[config.mk]
export PLATFORM = sky130hd
export DESIGN_NAME = multicycle_ctrl_flat
export DESIGN_NICKNAME = d
export VERILOG_FILES = /design/src/rtl/multicycle_ctrl_pkg.sv /design/src/rtl/multicycle_ctrl_if.sv /design/src/rtl/multicycle_ctrl_decode.sv /design/src/rtl/multicycle_ctrl.sv /design/src/flat_wrapper.sv
export SDC_FILE = /design/constraint.sdc
export NUM_CORES = 1
export LEC_CHECK = 0
export ABC_AREA = 1
export BUFFER_PORTS_ARGS = -buffer_cell sky130_fd_sc_hd__buf_2
export CAP_MARGIN = 20
export CELL_PAD_IN_SITES_DETAIL_PLACEMENT = 0
export CELL_PAD_IN_SITES_GLOBAL_PLACEMENT = 2
export CORE_MARGIN = 10
export CORE_UTILIZATION = 29
export DETAILED_ROUTE_END_ITERATION = 7
export HOLD_SLACK_MARGIN = 0.02
export PLACE_DENSITY = 0.95
export SETUP_SLACK_MARGIN = 0.4
export SYNTH_ARGS = -nofsm -noshare
export SYNTH_HDL_FRONTEND = slang
export SYNTH_SLANG_ARGS = --single-unit
[constraint.sdc]
create_clock -name i_clk -period 2.8 [get_ports i_clk]
set_input_delay 0.28 -clock i_clk [delete_from_list [all_inputs] [get_ports i_clk]]
set_output_delay 0.28 -clock i_clk [all_outputs]
set_load 0.005 [all_outputs]
[src/rtl/multicycle_ctrl_pkg.sv]
// Shared types and encodings for the multicycle MIPS control FSM.
package mips_ctrl_pkg;

  typedef enum logic [3:0] {
    ST_FETCH     = 4'd0,
    ST_DECODE    = 4'd1,
    ST_MEM_ADR   = 4'd2,
    ST_MEM_READ  = 4'd3,
    ST_MEM_WB    = 4'd4,
    ST_MEM_WRITE = 4'd5,
    ST_EXECUTE   = 4'd6,
    ST_ALU_WB    = 4'd7,
    ST_BRANCH    = 4'd8,
    ST_JUMP      = 4'd9,
    ST_ADDI_EX   = 4'd10,
    ST_ADDI_WB   = 4'd11
  } state_e;

  localparam logic [5:0] OP_R    = 6'b000000;
  localparam logic [5:0] OP_LW   = 6'b100011;
  localparam logic [5:0] OP_SW   = 6'b101011;
  localparam logic [5:0] OP_BEQ  = 6'b000100;
  localparam logic [5:0] OP_ADDI = 6'b001000;
  localparam logic [5:0] OP_J    = 6'b000010;

  localparam logic [1:0] ALUSRCB_B     = 2'b00;
  localparam logic [1:0] ALUSRCB_4     = 2'b01;
  localparam logic [1:0] ALUSRCB_IMM   = 2'b10;
  localparam logic [1:0] ALUSRCB_IMMSH = 2'b11;

  localparam logic [1:0] PCSRC_ALU    = 2'b00;
  localparam logic [1:0] PCSRC_ALUOUT = 2'b01;
  localparam logic [1:0] PCSRC_JUMP   = 2'b10;

  localparam logic [1:0] ALUOP_ADD   = 2'b00;
  localparam logic [1:0] ALUOP_SUB   = 2'b01;
  localparam logic [1:0] ALUOP_FUNCT = 2'b10;

  // Full set of datapath controls produced for one cycle.
  typedef struct packed {
    logic       mem_req;
    logic       mem_write;
    logic       iord;
    logic       ir_write;
    logic       pc_write;
    logic       reg_write;
    logic       reg_dst;
    logic       mem_to_reg;
    logic       alu_src_a;
    logic [1:0] alu_src_b;
    logic [1:0] pc_src;
    logic [1:0] alu_op;
  } ctrl_t;

endpackage

[src/rtl/multicycle_ctrl_if.sv]
// Controller <-> datapath/memory signal bundle.
interface multicycle_ctrl_if;
  logic [5:0]  i_opcode;
  logic        i_zero;
  logic        i_mem_ready;
  logic        o_mem_req;
  logic        o_mem_write;
  logic        o_iord;
  logic        o_ir_write;
  logic        o_pc_write;
  logic        o_reg_write;
  logic        o_reg_dst;
  logic        o_mem_to_reg;
  logic        o_alu_src_a;
  logic [1:0]  o_alu_src_b;
  logic [1:0]  o_pc_src;
  logic [1:0]  o_alu_op;
  logic        o_illegal;
  logic [3:0]  o_state;
  logic [31:0] o_instr_count;

  modport master (
    input  i_opcode, i_zero, i_mem_ready,
    output o_mem_req, o_mem_write, o_iord, o_ir_write, o_pc_write,
           o_reg_write, o_reg_dst, o_mem_to_reg, o_alu_src_a, o_alu_src_b,
           o_pc_src, o_alu_op, o_illegal, o_state, o_instr_count
  );

  modport slave (
    output i_opcode, i_zero, i_mem_ready,
    input  o_mem_req, o_mem_write, o_iord, o_ir_write, o_pc_write,
           o_reg_write, o_reg_dst, o_mem_to_reg, o_alu_src_a, o_alu_src_b,
           o_pc_src, o_alu_op, o_illegal, o_state, o_instr_count
  );
endinterface

[src/rtl/multicycle_ctrl_decode.sv]
// Combinational control-word decode from the current FSM state.
module ctrl_decode
  import mips_ctrl_pkg::*;
(
  input  state_e state_i,
  input  logic   zero_i,
  input  logic   mem_ready_i,
  output ctrl_t  ctrl_o
);

  // Per-state control word; everything not named for a state stays 0.
  always_comb begin
    ctrl_o = '0;
    case (state_i)
      ST_FETCH: begin
        ctrl_o.mem_req   = 1'b1;
        ctrl_o.alu_src_b = ALUSRCB_4;
        ctrl_o.alu_op    = ALUOP_ADD;
        ctrl_o.pc_src    = PCSRC_ALU;
        ctrl_o.ir_write  = mem_ready_i;
        ctrl_o.pc_write  = mem_ready_i;
      end
      ST_DECODE: begin
        ctrl_o.alu_src_b = ALUSRCB_IMMSH;
        ctrl_o.alu_op    = ALUOP_ADD;
      end
      ST_MEM_ADR: begin
        ctrl_o.alu_src_a = 1'b1;
        ctrl_o.alu_src_b = ALUSRCB_IMM;
        ctrl_o.alu_op    = ALUOP_ADD;
      end
      ST_MEM_READ: begin
        ctrl_o.mem_req = 1'b1;
        ctrl_o.iord    = 1'b1;
      end
      ST_MEM_WB: begin
        ctrl_o.reg_write  = 1'b1;
        ctrl_o.mem_to_reg = 1'b1;
      end
      ST_MEM_WRITE: begin
        ctrl_o.mem_req   = 1'b1;
        ctrl_o.mem_write = 1'b1;
        ctrl_o.iord      = 1'b1;
      end
      ST_EXECUTE: begin
        ctrl_o.alu_src_a = 1'b1;
        ctrl_o.alu_src_b = ALUSRCB_B;
        ctrl_o.alu_op    = ALUOP_FUNCT;
      end
      ST_ALU_WB: begin
        ctrl_o.reg_write = 1'b1;
        ctrl_o.reg_dst   = 1'b1;
      end
      ST_BRANCH: begin
        ctrl_o.alu_src_a = 1'b1;
        ctrl_o.alu_src_b = ALUSRCB_B;
        ctrl_o.alu_op    = ALUOP_SUB;
        ctrl_o.pc_src    = PCSRC_ALUOUT;
        ctrl_o.pc_write  = zero_i;
      end
      ST_JUMP: begin
        ctrl_o.pc_src   = PCSRC_JUMP;
        ctrl_o.pc_write = 1'b1;
      end
      ST_ADDI_EX: begin
        ctrl_o.alu_src_a = 1'b1;
        ctrl_o.alu_src_b = ALUSRCB_IMM;
        ctrl_o.alu_op    = ALUOP_ADD;
      end
      ST_ADDI_WB: begin
        ctrl_o.reg_write = 1'b1;
      end
      default: ;
    endcase
  end

endmodule

[src/rtl/multicycle_ctrl.sv]
// Multicycle MIPS main control FSM: state register, sequencing and
// retired-instruction counter. Control outputs are combinational from state.
//
// state      | meaning
// FETCH      | read instruction at PC, PC+4 -> PC on ready
// DECODE     | branch target into ALUOut, dispatch on opcode
// MEM_ADR    | A + imm -> ALUOut (LW/SW address)
// MEM_READ   | load access, wait for ready
// MEM_WB     | MDR -> rt
// MEM_WRITE  | store access, wait for ready
// EXECUTE    | R-type ALU operation
// ALU_WB     | ALUOut -> rd
// BRANCH     | compare A/B, take ALUOut when zero
// JUMP       | jump target -> PC
// ADDI_EX    | A + imm
// ADDI_WB    | ALUOut -> rt
module multicycle_ctrl
  import mips_ctrl_pkg::*;
(
  input logic               i_clk,
  input logic               i_rst,
  multicycle_ctrl_if.master bus
);

  state_e      state_q, state_d;
  state_e      dec_state;
  logic [31:0] instr_count_q, instr_count_d;
  logic        retire;
  logic        illegal;
  ctrl_t       ctrl;

  // Under reset the decoder sees FETCH with no ready, so selects show
  // their FETCH values and the fetch enables stay low.
  assign dec_state = i_rst ? ST_FETCH : state_q;

  ctrl_decode u_decode (
    .state_i     (dec_state),
    .zero_i      (bus.i_zero),
    .mem_ready_i (bus.i_mem_ready & ~i_rst),
    .ctrl_o      (ctrl)
  );

  // Next-state, illegal-opcode detection and retire strobe.
  always_comb begin
    state_d = state_q;
    illegal = 1'b0;
    retire  = 1'b0;
    case (state_q)
      ST_FETCH:     if (bus.i_mem_ready) state_d = ST_DECODE;
      ST_DECODE: begin
        case (bus.i_opcode)
          OP_LW, OP_SW: state_d = ST_MEM_ADR;
          OP_R:         state_d = ST_EXECUTE;
          OP_BEQ:       state_d = ST_BRANCH;
          OP_J:         state_d = ST_JUMP;
          OP_ADDI:      state_d = ST_ADDI_EX;
          default: begin
            state_d = ST_FETCH;
            illegal = 1'b1;
          end
        endcase
      end
      ST_MEM_ADR:   state_d = (bus.i_opcode == OP_SW) ? ST_MEM_WRITE : ST_MEM_READ;
      ST_MEM_READ:  if (bus.i_mem_ready) state_d = ST_MEM_WB;
      ST_MEM_WRITE: begin
        if (bus.i_mem_ready) begin
          state_d = ST_FETCH;
          retire  = 1'b1;
        end
      end
      ST_EXECUTE:   state_d = ST_ALU_WB;
      ST_ADDI_EX:   state_d = ST_ADDI_WB;
      ST_MEM_WB, ST_ALU_WB, ST_BRANCH, ST_JUMP, ST_ADDI_WB: begin
        state_d = ST_FETCH;
        retire  = 1'b1;
      end
      default:      state_d = ST_FETCH;
    endcase
    if (i_rst) begin
      state_d = ST_FETCH;
      illegal = 1'b0;
      retire  = 1'b0;
    end
  end

  // Counter wraps naturally at 32 bits.
  always_comb begin
    instr_count_d = instr_count_q;
    if (retire) instr_count_d = instr_count_q + 32'd1;
  end

  // State and counter registers with synchronous reset.
  always_ff @(posedge i_clk) begin
    if (i_rst) begin
      state_q       <= ST_FETCH;
      instr_count_q <= 32'd0;
    end else begin
      state_q       <= state_d;
      instr_count_q <= instr_count_d;
    end
  end

  assign bus.o_mem_req     = ctrl.mem_req   & ~i_rst;
  assign bus.o_mem_write   = ctrl.mem_write & ~i_rst;
  assign bus.o_iord        = ctrl.iord;
  assign bus.o_ir_write    = ctrl.ir_write  & ~i_rst;
  assign bus.o_pc_write    = ctrl.pc_write  & ~i_rst;
  assign bus.o_reg_write   = ctrl.reg_write & ~i_rst;
  assign bus.o_reg_dst     = ctrl.reg_dst;
  assign bus.o_mem_to_reg  = ctrl.mem_to_reg;
  assign bus.o_alu_src_a   = ctrl.alu_src_a;
  assign bus.o_alu_src_b   = ctrl.alu_src_b;
  assign bus.o_pc_src      = ctrl.pc_src;
  assign bus.o_alu_op      = ctrl.alu_op;
  assign bus.o_illegal     = illegal;
  assign bus.o_state       = state_q;
  assign bus.o_instr_count = instr_count_q;

endmodule

[src/flat_wrapper.sv]
// flat-port wrapper written by rule: the top's interface ports become plain ports
module multicycle_ctrl_flat import mips_ctrl_pkg::*;
  (i_clk, i_rst, bus_i_opcode, bus_i_zero, bus_i_mem_ready, bus_o_mem_req, bus_o_mem_write, bus_o_iord, bus_o_ir_write, bus_o_pc_write, bus_o_reg_write, bus_o_reg_dst, bus_o_mem_to_reg, bus_o_alu_src_a, bus_o_alu_src_b, bus_o_pc_src, bus_o_alu_op, bus_o_illegal, bus_o_state, bus_o_instr_count);
  multicycle_ctrl_if bus_i ();
  input logic i_clk;
  input logic i_rst;
  input wire logic [$bits(bus_i.i_opcode)-1:0] bus_i_opcode;
  input wire logic [$bits(bus_i.i_zero)-1:0] bus_i_zero;
  input wire logic [$bits(bus_i.i_mem_ready)-1:0] bus_i_mem_ready;
  output wire logic [$bits(bus_i.o_mem_req)-1:0] bus_o_mem_req;
  output wire logic [$bits(bus_i.o_mem_write)-1:0] bus_o_mem_write;
  output wire logic [$bits(bus_i.o_iord)-1:0] bus_o_iord;
  output wire logic [$bits(bus_i.o_ir_write)-1:0] bus_o_ir_write;
  output wire logic [$bits(bus_i.o_pc_write)-1:0] bus_o_pc_write;
  output wire logic [$bits(bus_i.o_reg_write)-1:0] bus_o_reg_write;
  output wire logic [$bits(bus_i.o_reg_dst)-1:0] bus_o_reg_dst;
  output wire logic [$bits(bus_i.o_mem_to_reg)-1:0] bus_o_mem_to_reg;
  output wire logic [$bits(bus_i.o_alu_src_a)-1:0] bus_o_alu_src_a;
  output wire logic [$bits(bus_i.o_alu_src_b)-1:0] bus_o_alu_src_b;
  output wire logic [$bits(bus_i.o_pc_src)-1:0] bus_o_pc_src;
  output wire logic [$bits(bus_i.o_alu_op)-1:0] bus_o_alu_op;
  output wire logic [$bits(bus_i.o_illegal)-1:0] bus_o_illegal;
  output wire logic [$bits(bus_i.o_state)-1:0] bus_o_state;
  output wire logic [$bits(bus_i.o_instr_count)-1:0] bus_o_instr_count;
  assign bus_i.i_opcode = bus_i_opcode;
  assign bus_i.i_zero = bus_i_zero;
  assign bus_i.i_mem_ready = bus_i_mem_ready;
  assign bus_o_mem_req = bus_i.o_mem_req;
  assign bus_o_mem_write = bus_i.o_mem_write;
  assign bus_o_iord = bus_i.o_iord;
  assign bus_o_ir_write = bus_i.o_ir_write;
  assign bus_o_pc_write = bus_i.o_pc_write;
  assign bus_o_reg_write = bus_i.o_reg_write;
  assign bus_o_reg_dst = bus_i.o_reg_dst;
  assign bus_o_mem_to_reg = bus_i.o_mem_to_reg;
  assign bus_o_alu_src_a = bus_i.o_alu_src_a;
  assign bus_o_alu_src_b = bus_i.o_alu_src_b;
  assign bus_o_pc_src = bus_i.o_pc_src;
  assign bus_o_alu_op = bus_i.o_alu_op;
  assign bus_o_illegal = bus_i.o_illegal;
  assign bus_o_state = bus_i.o_state;
  assign bus_o_instr_count = bus_i.o_instr_count;
  multicycle_ctrl u_core (.i_clk(i_clk), .i_rst(i_rst), .bus(bus_i));
endmodule
==> flow_summary_export.csv, run 1 <==
group,metric,value,unit
outcome,outcome,"finished, final reports clean",
drt,drtIter0Drc,137,
timing,period_needed,1.90,ns
drt,vias_per_cell,4.65,
worst_setup_path,slowest_delay,0.43,ns
logic_synthesis,async_flop_share,0,%
clock_network,cts_resized,0,
timing,finalSetupViolations,0,
worst_setup_path,worstPathCellList,"nand2_2, nor2_1, nand3_1, a211oi_1, buf_2",
floorplanning,dieArea,12800,µm²
drt,met2_length,3790,µm
cells_and_area,mostFrequentLayoutCells,"nand2_1 (156), nor2_1 (80), buf_2 (61)",
drt,vias,2800,
clock_network,clk_pin_slew,0.08,ns
logic_synthesis,yosys.area.top_type_share,28.7,%
timing,fin_tns_setup,0,ns
logic_synthesis,yosysSeqAreaShare,28.7,%
logic_synthesis,synth_area_leaders,"dfxtp_1 (29%), nand2_1 (23%), nor2_1 (12%), inv_1 (6.6%), a21oi_1 (6.0%)",
logic_synthesis,ys_types,32,
floorplanning,initial_core_util,30.2,%
cells_and_area,syn_to_final_growth,18.6,%
drt,top_layer_used,"met4",
job,cap_violations,0,
clock_network,htree_levels,2,
cells_and_area,final_nets,507,
clock_network,cts_root_buffer,"clkbuf_8",
cells_and_area,drive_gt1_share,17.5,%
drt,route.detailed.drc,0,
worst_setup_path,crit_path_top_delay_cell,"dfxtp_1",
power_and_ir_drop,ir_drop,0.000145,V
timing,skew,0.00660,ns
worst_setup_path,path_buf_inv,1,
drt,met3_length,565,µm
min_path,hp-class,"input port to register",
placement,dp_cells,594,
timing,fmax,525,MHz
floorplanning,fp.coreArea,8340,µm²
drt,routedWlPerCell,13.4,µm
clock_network,cts_tree,"built",
clock_network,clock_latency,0.30,ns
placement,hpwl,6390,µm
worst_setup_path,critical_path.startpoint_type,"register",
global_route,grt_pass1_wl,13300,µm
logic_synthesis,synth_nets,448,
timing,max_slew.worst_pin.slew,0.549,ns
worst_setup_path,path_max_fanout,6,
worst_setup_path,cp_top_family,"simple AND/OR/NAND/NOR gates",
cells_and_area,antenna_cells,0,
worst_setup_path,critPathRequiredTime,2.52,ns
logic_synthesis,synthFlopType,"dfxtp_1",
worst_setup_path,cp.arrival,1.62,ns
cells_and_area,final_common_cell,"nand2_1",
timing,report.final.slew_viol_count,0,
power_and_ir_drop,p_leak,1.26,nW
placement,portBuffers,61,
logic_synthesis,synth_area,2510,µm²
timing,holdWs,0.266,ns
cells_and_area,nFillCells,970,
drt,wl_met1,3600,µm
cells_and_area,multiInputGateArea,1550,µm²
cells_and_area,layout.cells.non_filler,602,
timing,final_hold_viol_count,0,
worst_setup_path,path_class,"register to output pin",
power_and_ir_drop,power_density,338,nW/µm²
timing,worst_slew_margin_rel,63.3,%
clock_network,numCtsBuffers,5,
global_route,overflow,0,
worst_setup_path,end_kind,"output pin",
drt,routed_wirelength,8040,µm
clock_network,cts_hold_buf,0,
global_route,grt_max_degree,24,
clock_network,cts.sinks,36,
placement,place_congestion,0.855,
floorplanning,die_w,113,µm
floorplanning,fp.dieH,113,µm
logic_synthesis,synth_warnings,0,
logic_synthesis,synth_edf_count,0,
floorplanning,rows,33,
global_route,grt_pass1_vias,2737,
logic_synthesis,synth-seq-cells,36,
cells_and_area,regArea,721,µm²
floorplanning,pin_count,62,
logic_synthesis,yosysTopAreaCell,"dfxtp_1",
global_route,antenna_found_initial,0,
logic_synthesis,synth_area_per_cell,5.75,µm²
timing,min_period_over_period,68.0,%
drt,ant_nets,0,
clock_network,cts_buffer_depth,2,
timing,rsz0062_at_grt,"false",
drt,dr.pass1.iters,5,
clock_network,postCtsSetupBuffers,0,
global_route,grt_usage,12.4,%
logic_synthesis,synth_cells,437,
==> worst register-to-register path, cell delays in order (launching register included) <==
cell     delay [ns]
dfxtp_1        0.42
ha_1           0.32
inv_1          0.13
nor2_4         0.18
nand2_1        0.12
nor2_1         0.19
nand2_1        0.11
nor2_2         0.12
nand2_1        0.06
nand2_1        0.06
nand2_1        0.04
==> report_power, final <==
| part | switching (mW) | internal, mW |
|---|---|---|
| clock network | 0.201 | 0.200 |
| logic | 0.0577 | 0.0298 |
| registers | 0.00488 | 0.515 |
| total | 0.263 | 0.745 |
==> final timing paths <==
check | end | slack (ns) | cells after the start | startpoint
max | bus_o_illegal | 0.90 | 5 | u_core.bus.o_state[0]
min | u_core.bus.o_state[2] | 0.27 | 2 | i_rst
max reg2reg | u_core.bus.o_instr_count[30] | 0.95 | 10 | u_core.bus.o_instr_count[0]
min reg2reg | u_core.bus.o_instr_count[0] | 0.53 | 1 | u_core.bus.o_instr_count[0]
==> routing by layer <==
metal  up-vias  global-route usage [%]
met2        57                    21.8
met3         9                    4.65
li1       1490                       -
met1      1244                    13.7
met5         -                       0
met4         0                    3.38
==> stage by stage <==
stage          utilization [%]  setup WS, ns  area (µm²)  power, mW
2_1_floorplan                -          1.27        2510      0.586
4_1_cts                   35.8         0.887        2980       1.02
3_3_place_gp              34.6          1.02        2890      0.619
3_5_place_dp              34.6         0.977        2890      0.620
5_1_grt                   35.8         0.731        2980       1.05
6_report                  35.8         0.897        2980       1.01
==> cell families after synthesis <==
| group | synth area share (%) |
|---|---|
| compound gates | 10.1 |
| xor+xnor | 1.04 |
| fa+ha+maj | 0.497 |
| buf+inv | 9.80 |
| flops | 28.7 |
| simple gates | 49.9 |
==> state kept, by name (all words and copies together), names as in the netlist <==
| register | cells |
|---|---|
| u_core.bus.o_instr_count | 32 |
| u_core.bus.o_state | 4 |
==> cells in the mapped netlist (4+ instances only) <==
cell type  number
a21oi_1        30
dfxtp_1        36
inv_1          44
nand2_1       156
nand3_1        29
nand4_1         5
nor2_1         80
nor2_2          4
nor2_4          4
nor3_1          7
o21ai_0         8
==> cell type report <==
class	count	share of cell area (%)
Timing Repair Buffer	63	10.7
Clock buffer	7	2.89
Tap cell	105	4.40
Inverter	45	5.66
Sequential cell	36	24.2
Clock inverter	1	0.252
Multi-Input combinational cell	345	51.9
No activity file was read; power rests on OpenSTA's default activity.
==> run 2, diff against run 1 <==
--- a/config.mk
+++ b/config.mk
@@ -11,10 +11,10 @@
 export CELL_PAD_IN_SITES_DETAIL_PLACEMENT = 0
 export CELL_PAD_IN_SITES_GLOBAL_PLACEMENT = 2
 export CORE_MARGIN = 10
-export CORE_UTILIZATION = 29
+export CORE_UTILIZATION = 24
 export DETAILED_ROUTE_END_ITERATION = 7
 export HOLD_SLACK_MARGIN = 0.02
-export PLACE_DENSITY = 0.95
+export PLACE_DENSITY = 0.86
 export SETUP_SLACK_MARGIN = 0.4
 export SYNTH_ARGS = -nofsm -noshare
 export SYNTH_HDL_FRONTEND = slang
==> constraint.sdc (replaced) <==
create_clock -name i_clk -period 1.6 [get_ports i_clk]
set_input_delay 0.16 -clock i_clk [delete_from_list [all_inputs] [get_ports i_clk]]
set_output_delay 0.16 -clock i_clk [all_outputs]
set_load 0.005 [all_outputs]
==> run 2 against run 1 <==
Effect of this change:
- worst hold slack got worse by 0.063 ns
- clock skew increased by 0.0021 ns
- total power is 81% higher
- first-iteration DRC count shrank 29%
- global-route usage shrank 0.31 points
- critical endpoint is now u_core.bus.o_instr_count[17]
==> flow_summary_export.csv, run 2 (same netlist as run 1, synthesis figures left out) <==
group,metric,value,unit
power_and_ir_drop,power_density,470,nW/µm²
power_and_ir_drop,p_int,1.30,mW
clock_network,cts_tree,"built",
cells_and_area,mostFrequentLayoutCells,"nand2_1 (128), buf_2 (61), nor2_1 (53)",
placement,dp_cells,634,
power_and_ir_drop,p_leak,1.65,nW
power_and_ir_drop,clockPowerShare,36.4,%
cells_and_area,final_nets,538,
timing,fin_tns_setup,0,ns
timing,period_needed,1.56,ns
drt,ant_nets,0,
cells_and_area,drive_gt1_share,45.5,%
floorplanning,pin_count,62,
outcome,outcome,"finished, final reports clean",
power_and_ir_drop,comb_power_share,13.9,%
timing,rsz0062_at_grt,"true",
clock_network,cts_buffer_depth,2,
global_route,overflow,0,
worst_setup_path,path_class,"register to register",
clock_network,htree_levels,2,
clock_network,clk_pin_slew,0.08,ns
cells_and_area,antenna_cells,0,
cells_and_area,largest_reg_flops,32,
power_and_ir_drop,switching_share,28.4,%
cells_and_area,final_common_cell,"nand2_1",
cells_and_area,syn_to_final_growth,54.2,%
worst_setup_path,critPathRequiredTime,1.78,ns
global_route,grt_usage,12.1,%
clock_network,clock_latency,0.30,ns
placement,place_congestion,0.837,
placement,portBuffers,61,
timing,fmax,641,MHz
clock_network,cts_root_buffer,"clkbuf_8",
timing,worst_slew_margin_rel,65.4,%
timing,finalSetupViolations,0,
worst_setup_path,cp.arrival,1.74,ns
drt,routed_wirelength,9700,µm
global_route,grt_pass1_wl,14600,µm
timing,final_hold_viol_count,0,
timing,min_period_over_period,97.5,%
timing,max_slew.worst_pin.slew,0.515,ns
floorplanning,die_w,122,µm
cells_and_area,layout.cells.non_filler,664,
drt,route.detailed.drc,0,
global_route,grt_max_degree,21,
job,cap_violations,0,
drt,dr.pass1.iters,4,
floorplanning,initial_core_util,24.5,%
drt,vias_per_cell,4.55,
power_and_ir_drop,power_switching,517,µW
drt,routedWlPerCell,14.6,µm
worst_setup_path,critical_path.startpoint_type,"register",
floorplanning,fp.coreArea,10300,µm²
floorplanning,dieArea,15000,µm²
timing,report.final.slew_viol_count,0,
power_and_ir_drop,ir_drop,0.000265,V
drt,drtIter0Drc,97,
floorplanning,fp.dieH,122,µm
global_route,grt_pass1_vias,2916,
drt,vias,3020,
placement,hpwl,6990,µm
floorplanning,rows,37,
global_route,antenna_found_initial,0,
clock_network,cts.sinks,36,
power_and_ir_drop,pwr-share-seq,49.7,%
clock_network,numCtsBuffers,5,
cells_and_area,utilization,37.7,%
worst_setup_path,path_max_fanout,5,
timing,skew,0.00868,ns
worst_setup_path,end_kind,"register",
min_path,hp-class,"input port to register",
[run 2: cell count changes in the layout (fill, tap and decap cells not counted), moves of 15 or more]
cell / delta
dfxtp_1: -24
dfxtp_2: +15
nand2_1: -28
nor2_2: +18
buf_4: +16
nor2_1: -27
[run 2: final cells by class]
type / count / area, µm²
Tap cell: 136 / 170
Clock inverter: 1 / 5.00
Sequential cell: 36 / 773
Clock buffer: 7 / 76.3
Fill cell: 1144 / 6400
Timing Repair Buffer: 94 / 667
Multi-Input combinational cell: 345 / 2000
Inverter: 45 / 184
[run 2: path summary, 6_finish.rpt]
| check | startpoint | to | slack, ns | depth (start not counted) |
|---|---|---|---|---|
| setup / recovery | u_core.bus.o_state[2] | u_core.bus.o_instr_count[17] | 0.04 | 11 |
| hold / removal | i_rst | u_core.bus.o_state[1] | 0.20 | 2 |
| setup reg to reg | u_core.bus.o_state[2] | u_core.bus.o_instr_count[17] | 0.04 | 11 |
| hold reg to reg | u_core.bus.o_instr_count[0] | u_core.bus.o_instr_count[0] | 0.49 | 1 |
[run 2: power by group through the flow]
stage | Sequential [mW] | Combinational [mW] | Clock, mW
CTS | 0.903 | 0.195 | 0.679
global placement | 0.928 | 0.162 | 0
floorplan | 0.926 | 0.0963 | 0
finish | 0.904 | 0.253 | 0.664
detailed placement | 0.928 | 0.163 | 0
global route | 0.905 | 0.280 | 0.724
[run 2: critical path, stage by stage, from the launching register on]
cell and delay, ns:
dfxtp_4 0.37, inv_6 0.09, nand2_2 0.07, buf_4 0.14
nand2_2 0.07, nand2_4 0.08, a21oi_4 0.17, buf_12 0.14
buf_12 0.13, nand3_2 0.06, nand2_2 0.07, nor2_2 0.03
[run 2: metal layers]
metal,track usage [%],wire (µm),up-vias
li1,-,-,1558
met5,0,0,-
met2,20.2,4670,62
met1,14.5,4290,1391
met3,4.09,632,9
met4,3.68,111,0
[run 2: repair_timing]
action | 4_1_cts | 5_1_grt
setup buffers | 10 | 9
pin swaps | 10 | 31
cloned | 0 | 3
resized for setup | 44 | 91
hold buffers | 0 | 0
endpoints found under the setup margin | 51 | 51
[run 2: stage by stage]
stage | setup WS [ns] | area [µm²] | total power, mW | hold slack (ns)
CTS | 0.0555 | 3390 | 1.78 | 0.168
floorplan | 0.333 | 2630 | 1.02 | 0.356
finish | 0.0400 | 3880 | 1.82 | 0.203
global placement | 0.163 | 3120 | 1.09 | 0.458
global route | -0.0561 | 3880 | 1.91 | 0.230
detailed placement | 0.131 | 3120 | 1.09 | 0.470
